$ cat config.mk
export PLATFORM = sky130hd
export DESIGN_NAME = rdma_sq_tracker
export DESIGN_NICKNAME = d
export VERILOG_FILES = /design/src/rtl/rdma_sq_tracker.sv
export SDC_FILE = /design/constraint.sdc
export NUM_CORES = 1
export LEC_CHECK = 0
export BUFFER_PORTS_ARGS = -buffer_cell sky130_fd_sc_hd__buf_2
export CORE_AREA = 2 2 443 445
export DETAILED_ROUTE_END_ITERATION = 12
export DIE_AREA = 0 0 445 447
export GPL_TIMING_DRIVEN = 0
export PLACE_DENSITY = 0.34
export SLEW_MARGIN = 20
export SYNTH_ARGS = -nofsm -noshare
export SYNTH_HDL_FRONTEND = slang
export SYNTH_SLANG_ARGS = --single-unit
$ cat constraint.sdc
create_clock -name aclk -period 5.9 [get_ports aclk]
set_input_delay 0.885 -clock aclk [delete_from_list [all_inputs] [get_ports aclk]]
set_output_delay 0.885 -clock aclk [all_outputs]
set_load 0.01 [all_outputs]
$ cat src/rtl/rdma_sq_tracker.sv
// Send-queue tracker: registers SQ commands toward the RDMA stack and matches
// returning acks against issued tags in order, with counters and sticky errors.
module rdma_sq_tracker #(
  parameter int unsigned SQ_BITS  = 512,
  parameter int unsigned ACK_BITS = 32,
  parameter int unsigned TAG_BITS = 10,
  parameter int unsigned DEPTH    = 16
) (
  input  logic                     aclk,
  input  logic                     aresetn,
  input  logic                     s_sq_valid,
  output logic                     s_sq_ready,
  input  logic [SQ_BITS-1:0]       s_sq_data,
  output logic                     m_sq_valid,
  input  logic                     m_sq_ready,
  output logic [SQ_BITS-1:0]       m_sq_data,
  input  logic                     s_ack_valid,
  output logic                     s_ack_ready,
  input  logic [ACK_BITS-1:0]      s_ack_data,
  input  logic                     clr,
  output logic [$clog2(DEPTH):0]   outstanding,
  output logic [31:0]              ack_cnt,
  output logic [31:0]              nack_cnt,
  output logic                     err_mismatch,
  output logic                     err_unexpected
);

  localparam int unsigned AW = $clog2(DEPTH);
  localparam int unsigned OW = AW + 1;

  logic [TAG_BITS-1:0] tag_mem [DEPTH];
  logic [AW-1:0]       wr_ptr;
  logic [AW-1:0]       rd_ptr;

  logic                push;
  logic                pop;
  logic                unexp;
  logic                mismatch;
  logic                have_out;
  logic [TAG_BITS-1:0] ack_tag;
  logic                ack_nack;
  logic                unused_ack_bits;

  assign ack_tag         = s_ack_data[TAG_BITS-1:0];
  assign ack_nack        = s_ack_data[TAG_BITS];
  assign unused_ack_bits = ^s_ack_data[ACK_BITS-1:TAG_BITS+1];

  // Acks are always sunk; anything arriving during reset hits held flops and is lost.
  assign s_ack_ready = 1'b1;

  assign have_out = (outstanding != '0);
  assign s_sq_ready = aresetn && (!m_sq_valid || m_sq_ready) && (outstanding < OW'(DEPTH));
  assign push     = s_sq_valid && s_sq_ready;
  assign pop      = s_ack_valid && have_out;
  assign unexp    = s_ack_valid && !have_out;
  assign mismatch = pop && (tag_mem[rd_ptr] != ack_tag);

  // Single output register on the SQ path
  always_ff @(posedge aclk or negedge aresetn) begin
    if (!aresetn) begin
      m_sq_valid <= 1'b0;
      m_sq_data  <= '0;
    end else if (push) begin
      m_sq_valid <= 1'b1;
      m_sq_data  <= s_sq_data;
    end else if (m_sq_ready) begin
      m_sq_valid <= 1'b0;
    end
  end

  // Tag storage needs no reset: pointers alone define its contents
  always_ff @(posedge aclk) begin
    if (push) tag_mem[wr_ptr] <= s_sq_data[TAG_BITS-1:0];
  end

  always_ff @(posedge aclk or negedge aresetn) begin
    if (!aresetn) begin
      wr_ptr      <= '0;
      rd_ptr      <= '0;
      outstanding <= '0;
    end else begin
      if (push) wr_ptr <= wr_ptr + AW'(1);
      if (pop)  rd_ptr <= rd_ptr + AW'(1);
      case ({push, pop})
        2'b10:   outstanding <= outstanding + OW'(1);
        2'b01:   outstanding <= outstanding - OW'(1);
        default: outstanding <= outstanding;
      endcase
    end
  end

  // Counters and sticky flags; clr wins over any coincident event
  always_ff @(posedge aclk or negedge aresetn) begin
    if (!aresetn) begin
      ack_cnt        <= '0;
      nack_cnt       <= '0;
      err_mismatch   <= 1'b0;
      err_unexpected <= 1'b0;
    end else if (clr) begin
      ack_cnt        <= '0;
      nack_cnt       <= '0;
      err_mismatch   <= 1'b0;
      err_unexpected <= 1'b0;
    end else begin
      if (pop && ack_nack)  nack_cnt <= nack_cnt + 32'd1;
      if (pop && !ack_nack) ack_cnt  <= ack_cnt + 32'd1;
      if (mismatch)         err_mismatch   <= 1'b1;
      if (unexp)            err_unexpected <= 1'b1;
    end
  end

endmodule

==> results of run 1 <==
-- what timing repair did --
item,in CTS,in global routing
hold buffers,2,0
hold endpoints to repair,23,0
setup endpoints to repair,1,0
gates resized for setup,0,0
-- layer usage --
metal	vias up	routed length (um)
li1	11800	-
met1	12800	69900
met2	841	78400
met3	223	12000
met4	52	3610
met5	-	306
-- final cells by class --
cell class	count	area [um2]	area share
Sequential cell	752	19600	0.468
Multi-Input combinational cell	1994	9260	0.221
Timing Repair Buffer	1133	5940	0.142
Tap cell	2542	3180	0.0758
Clock buffer	134	2680	0.0640
Buffer	147	641	0.0153
Clock inverter	41	510	0.0122
Inverter	17	63.8	0.00152
Antenna cell	14	35.0	0.000835
-- state kept, by name, indices dropped and copies added, names as in the netlist --
register and cells:
m_sq_data 512, tag_mem 160, ack_cnt 32, nack_cnt 32, outstanding 5, rd_ptr 4
wr_ptr 4, err_mismatch 1, err_unexpected 1, m_sq_valid 1
-- cell usage in the layout (no fill, tap or decap), drive strengths merged, types with 3 or more instances in the layout --
master	count
mux4	32
inv	23
nor2	83
clkinv	21
a22oi	8
nor3b	3
bufinv	8
o21ai	19
ha	11
diode	14
edfxtp	160
and3	3
xor2	27
clkinvlp	6
nor4	9
dfrtp	592
xnor2	44
and4	8
buf	1151
a21oi	16
mux2i	19
or3	15
and2	4
nand2	1576
nand4	16
clkbuf	262
nand2b	8
nand3	28
nor2b	8
nor3	25
-- how the worst min path moves through the flow --
stage / from / to / slack, ns / cells past startpoint
finish: aresetn / m_sq_data[137] / 0.13 / 2
global route: aresetn / m_sq_data[134] / 0.06 / 2
CTS: aresetn / m_sq_data[137] / 0.03 / 2
detailed placement: m_sq_data[132] / m_sq_data[132] / 0.46 / 2
global placement: m_sq_data[402] / m_sq_data[402] / 0.45 / 2
floorplan: m_sq_data[0] / m_sq_data[0] / 0.51 / 2
-- kinds of logic (layout without fill, tap and decap cells) --
logic type	after synthesis	count (layout)	share of synthesized area
other cells	1	15	0.000127
simple gates	1793	1793	0.239
flops	752	752	0.664
buf+inv	165	1472	0.0238
fa+ha+maj	11	11	0.00466
xor+xnor	71	71	0.0211
compound gates	65	65	0.0148
mux	53	53	0.0324
-- power breakdown --
group	leakage [nW]	switching (mW)	internal (mW)
Clock	1.55	2.52	3.54
Combinational	10.6	4.86	2.52
Sequential	8.89	1.03	7.03
==> metrics.txt, run 1 <==
status completed; Hold Crit Class in -> async; count of different cell masters after synthesis 63; Worst Path Buf+Inv 6; CTS Buffer Depth 3; number of setup violations in the final report 0; FP Rows 162; clock-pin slew on the worst setup and hold paths 0.06 ns; largest net degree at the start of global routing 86; DRT antenna net count 0; first drt pass iteration count 5; Congestion Overflow GR 0; post-synthesis cell area 0.0295 mm2; top_reg_cell synth dfrtp_1; I/O Buffers 1,113; remaining routing DRC violations 0; Setup Crit Path Kind in -> reg; Via density 3.79; sequential area share after synthesis 0.664; P per Cell Area 513 mW/mm2; via count 25,700; top cells by count, synth nand2_1, dfrtp_1, edfxtp_1; Clock Sinks 752; clock skew 0.0457 ns; post-route cell area 0.0419 mm2; family with the most delay on the worst path buffers and inverters; final period utilization 0.876; routability cong. 0.886; Pleak 21.0 nW; Worst Setup EP outstanding[4]; count leader, synth nand2_1; Initial Util 0.152; Area growth syn-to-layout 42.0%; crit-path most repeated cell xor2_1; Slew Limit Fails 0; Initial DRC Count 1,749; share of cells above drive strength 1 0.321; CTS tree done; Req. time, crit path 6.49 ns; DRT Wirelength 164,000 um; vias in the first global route 25,200; Synthesized Nets 3,472; total die area 0.199 mm2; crit end category flip-flop; min cycle time layout 5.17 ns; Final WS setup 0.730 ns; gr busiest metal met2; htree depth 3; Fin. Hold Viols 0; Crit path arrival time 5.76 ns; final hold slack 0.127 ns; placed insts 6,584; Crit Reg-Reg Endpoint outstanding[4]; Total Routing Usage GR 0.159; Yosys reg bits 752; clock latency on the worst-skew pair 0.73 ns; core area 0.194 mm2; grt met1 use 0.206; area leader, netlist dfrtp_1; Worst slew margin 0.222; Post-synth EDFFs 160; Finished Layout Cells 6,774; Crit Path Max Fanout 69; Synth top area share 0.502; GR Util met3 0.0486; Avg Cell Area, Syn 10.1 um2; critical path depth 17; total power 21.5 mW; M2 GR Usage 0.260; CP startpoint kind input pin; cts bufs inserted 95; Reg2Reg Setup Slack 1.29 ns; max-cap violations 0; maximum clock rate 0.193 GHz; chip height 447 um; Nets 4,701; Worst path slowest cell and2_1; share of async-settable or async-resettable flops after synthesis 0.787; wire length per cell 24.3 um; Syn. warnings 0; pre-CTS setup slack -0.979 ns; CP peak stage delay 0.63 ns; cells after synthesis 2,911; Detailed Place HPWL 134,000 um; I/O pins 1,136; R2R cell count 14; R2R Path Start outstanding[4]; VDD IR max 0.000244 V; CTS root buf clkbuf_16; CP Launch Point aresetn; setup repair bufs after CTS 0; top post-synthesis cells by area dfrtp_1, nand2_1, edfxtp_1; Core Util, Final 0.216; RSZ-0062 raised after global routing no; initial antenna violation count 72; setup tns final 0 ns; Fill cells 21,700; worst-path cell chain buf_8, buf_16, buf_16, nor3b_1, and2_1, inv_2, clkbuf_1, ha_1, clkbuf_1, xor2_1, ha_1, o21a_1, o22a_1, a21oi_1, xor2_1, nor2_1, xor2_1; dpl cell area 0.0387 mm2; first-pass GRT wire length 219,000 um; die width 445 um; Slew @ Worst Pin 1.17 ns
Note: power is estimated with default switching activity, not from simulation.
==> run 2, diff against run 1 <==
--- a/config.mk
+++ b/config.mk
@@ -5,10 +5,11 @@
 export SDC_FILE = /design/constraint.sdc
 export NUM_CORES = 1
 export LEC_CHECK = 0
+export ABC_AREA = 1
 export BUFFER_PORTS_ARGS = -buffer_cell sky130_fd_sc_hd__buf_2
-export CORE_AREA = 2 2 443 445
+export CORE_AREA = 2 2 447 449
 export DETAILED_ROUTE_END_ITERATION = 12
-export DIE_AREA = 0 0 445 447
+export DIE_AREA = 0 0 449 451
 export GPL_TIMING_DRIVEN = 0
 export PLACE_DENSITY = 0.34
 export SLEW_MARGIN = 20
==> run 2 against run 1 <==
Effect of this change:
- count of clock-buffer cells in the layout is 6 higher
- sequential cell count is the same
- combinational power increased by 2%
- clock power is 2% lower
- routed wire length rose by 1.2%
- total power up 0.28%
- critical endpoint unchanged
==> metrics.txt, run 2 <==
Detailed Place HPWL 134,000 um (about the same); via count 27,300 (+6.5%); maximum clock rate 0.191 GHz (-1.1%); Crit Reg-Reg Endpoint outstanding[4]; Reg2Reg Setup Slack 1.72 ns (+0.43 ns); number of setup violations in the final report 0 (unchanged); first drt pass iteration count 7 (+2); VDD IR max 0.000251 V (+2.8%); Req. time, crit path 6.48 ns (about the same); Largest regs m_sq_data x512, tag_mem x160; cts bufs inserted 96 (+1.1%); pre-CTS setup slack 0.277 ns (+1.26 ns); Congestion Overflow GR 0 (unchanged); count leader, synth nand2_1; Fill cells 22,500 (+3.7%); Slew @ Worst Pin 1.08 ns (-0.0828 ns); sequential area share after synthesis 0.652 (-0.0127); share of cells above drive strength 1 0.290 (-0.0311); total die area 0.202 mm2 (+1.8%); chip height 451 um (+0.89%); share of async-settable or async-resettable flops after synthesis 0.787 (unchanged); area leader, netlist dfrtp_1; setup repair bufs after CTS 0 (unchanged); post-CTS sizing 0 (unchanged); FP Rows 164 (+1.2%); routability cong. 0.902 (+1.8%); Synth top area share 0.492 (-0.00959); Total Routing Usage GR 0.160 (+0.000611); Area growth syn-to-layout 40.9%; Fin. Hold Viols 0 (unchanged); CTS tree done; Pleak 21.9 nW (+4.1%); Worst slew margin 0.277 (+0.0552); Initial Util 0.152 (-0.000196); Syn. warnings 0 (unchanged); commonest non-fill, non-tap cell in the layout nand2_1; Final WS setup 0.672 ns (-0.0578 ns); largest net degree at the start of global routing 89 (+3.5%); top cells by count, synth nand2_1, dfrtp_1, edfxtp_1; clock-pin slew on the worst setup and hold paths 0.06 ns (about the same); Crit path arrival time 5.81 ns (+0.05 ns); Synthesized Nets 3,901 (+12%); clock latency on the worst-skew pair 0.73 ns (about the same); R2R Path Start outstanding[4]; max-cap violations 0 (unchanged); R2R cell count 16 (+2); htree depth 3 (unchanged); Nets 5,124 (+9.0%); Clock Sinks 752 (unchanged); count of different cell masters after synthesis 43 (-32%); Crit Path Max Fanout 78 (+13%); Initial DRC Count 1,818 (+3.9%); crit end category flip-flop; Avg Cell Area, Syn 9.02 um2 (-11%); Hold Crit Depth 3; Setup Crit Path Kind in -> reg; CTS root buf clkbuf_16; core area 0.198 mm2 (+2.1%); hold wc startpoint s_sq_data[461]; final period utilization 0.886 (+0.00979); DRT antenna net count 0 (unchanged); DRT Wirelength 166,000 um (+1.2%); RSZ-0062 raised after global routing no; post-synthesis cell area 0.0301 mm2 (+1.9%); max reg flops 512 (unchanged); status completed; Via density 3.74 (-1.3%); CTS Buffer Depth 3 (unchanged); first-pass GRT wire length 228,000 um (+4.2%); remaining routing DRC violations 0 (unchanged); Slew Limit Fails 0 (unchanged); I/O pins 1,136 (unchanged); total power 21.6 mW (+0.28%); I/O Buffers 1,113 (unchanged); clock skew 0.0259 ns (-0.0198 ns); P per Cell Area 508 mW/mm2 (-0.90%); wire length per cell 22.8 um (-6.1%); Hold Crit Class in -> reg; Biggest register m_sq_data; die width 449 um (+0.90%); CP startpoint kind input pin; setup tns final 0 ns (unchanged); Yosys reg bits 752 (unchanged); most frequent cells in the layout nand2_1, buf_2, dfrtp_1; hold endpoint m_sq_data[461]; top_reg_cell synth dfrtp_1; # hold bufs at CTS 1 (-1); top post-synthesis cells by area dfrtp_1, nand2_1, edfxtp_1; Post-synth EDFFs 160 (unchanged); vias in the first global route 27,400 (+8.6%); initial antenna violation count 49 (-32%); cells after synthesis 3,340 (+15%); min cycle time layout 5.23 ns (+0.0578 ns)
-- run 2: cell types whose count changed in the layout (fill, tap and decap cells not counted), moves of 15 or more --
| cell | previous run | this run |
|---|---|---|
| xnor2_1 | 44 | 3 |
| o21ai_0 | 18 | 54 |
| nand3_1 | 28 | 86 |
| nor2_1 | 70 | 131 |
| clkbuf_1 | 148 | 123 |
| mux2i_1 | 19 | 0 |
| mux4_2 | 26 | 0 |
| a21oi_1 | 16 | 52 |
| or3_1 | 15 | 0 |
| inv_1 | 16 | 124 |
| buf_1 | 1 | 18 |
| buf_2 | 1119 | 1142 |
| xor2_1 | 27 | 9 |
| nand2_1 | 1576 | 1856 |
-- run 2: report_power, final --
part / internal (mW) / switching, mW
combinational: 2.47 / 5.10
clock: 3.39 / 2.52
sequential: 7.04 / 1.05
total: 12.9 / 8.66
-- run 2: logic make-up (layout without fill, tap and decap cells) --
group	after synthesis	count (layout)	share of synthesized area
AOI/OAI and AO/OA	130	130	0.0238
xor gates and xnor gates	12	12	0.00349
adders and majority gates	11	11	0.00457
buffers and inverters	282	1581	0.0368
DFF	752	752	0.652
other	1	10	0.000125
and+or+nand+nor	2152	2152	0.280
-- run 2: layer usage --
metal  vias to the layer above  wire length (um)  GRT usage
met3                       214              9720     0.0356
met4                        14              4780     0.0478
met1                     13300             65300      0.188
met2                       891             86300      0.289
met5                         -               103          0
li1                      12900                 -          -
-- run 2: worst max path at each step --
| stage | startpoint | to | slack, ns | cells after the start |
|---|---|---|---|---|
| 2_1_floorplan | m_sq_ready | outstanding[4] | 2.65 | 17 |
| 3_3_place_gp | aresetn | m_sq_data[168] | -10.90 | 1 |
| 3_5_place_dp | aresetn | outstanding[4] | 0.28 | 18 |
| 4_1_cts | aresetn | outstanding[4] | 0.51 | 19 |
| 5_1_grt | aresetn | outstanding[4] | 0.21 | 19 |
| 6_report | aresetn | outstanding[4] | 0.67 | 19 |
-- run 2: cell type report --
cell class,instances,area (um2),share of cell area
repair buffers,1125,5840,0.138
flip-flops and latches,752,19600,0.462
plain buffers,151,622,0.0147
multi-input cells,2306,9430,0.222
clock inverters,34,352,0.00828
inverters,131,492,0.0116
well taps,2656,3320,0.0783
clock buffers,140,2740,0.0645
diodes,9,22.5,0.000531
-- run 2: per-stage QoR --
stage	cell area, um2	hold slack [ns]	utilization	cells
CTS	42400	0.228	0.214	7295
global route	42400	0.278	0.214	7300
finish	42400	0.346	0.214	7304
floorplan	30100	0.501	-	3340
global placement	39000	0.458	0.197	7109
detailed placement	39300	0.459	0.198	7120
-- run 2: worst max-delay path: stages --
cell and delay (ns):
dlygate4sd3_1 0.57, buf_8 0.18, buf_16 0.23, buf_16 0.32, nand3_1 0.14, inv_1 0.06, nand2_1 0.40, buf_2 0.56
buf_1 0.70, ha_1 0.40, xor2_1 0.13, ha_1 0.19, a21oi_1 0.19, o21ai_0 0.15, a21oi_1 0.14, inv_1 0.06
a21oi_1 0.10, o21ai_0 0.12, xor2_1 0.16
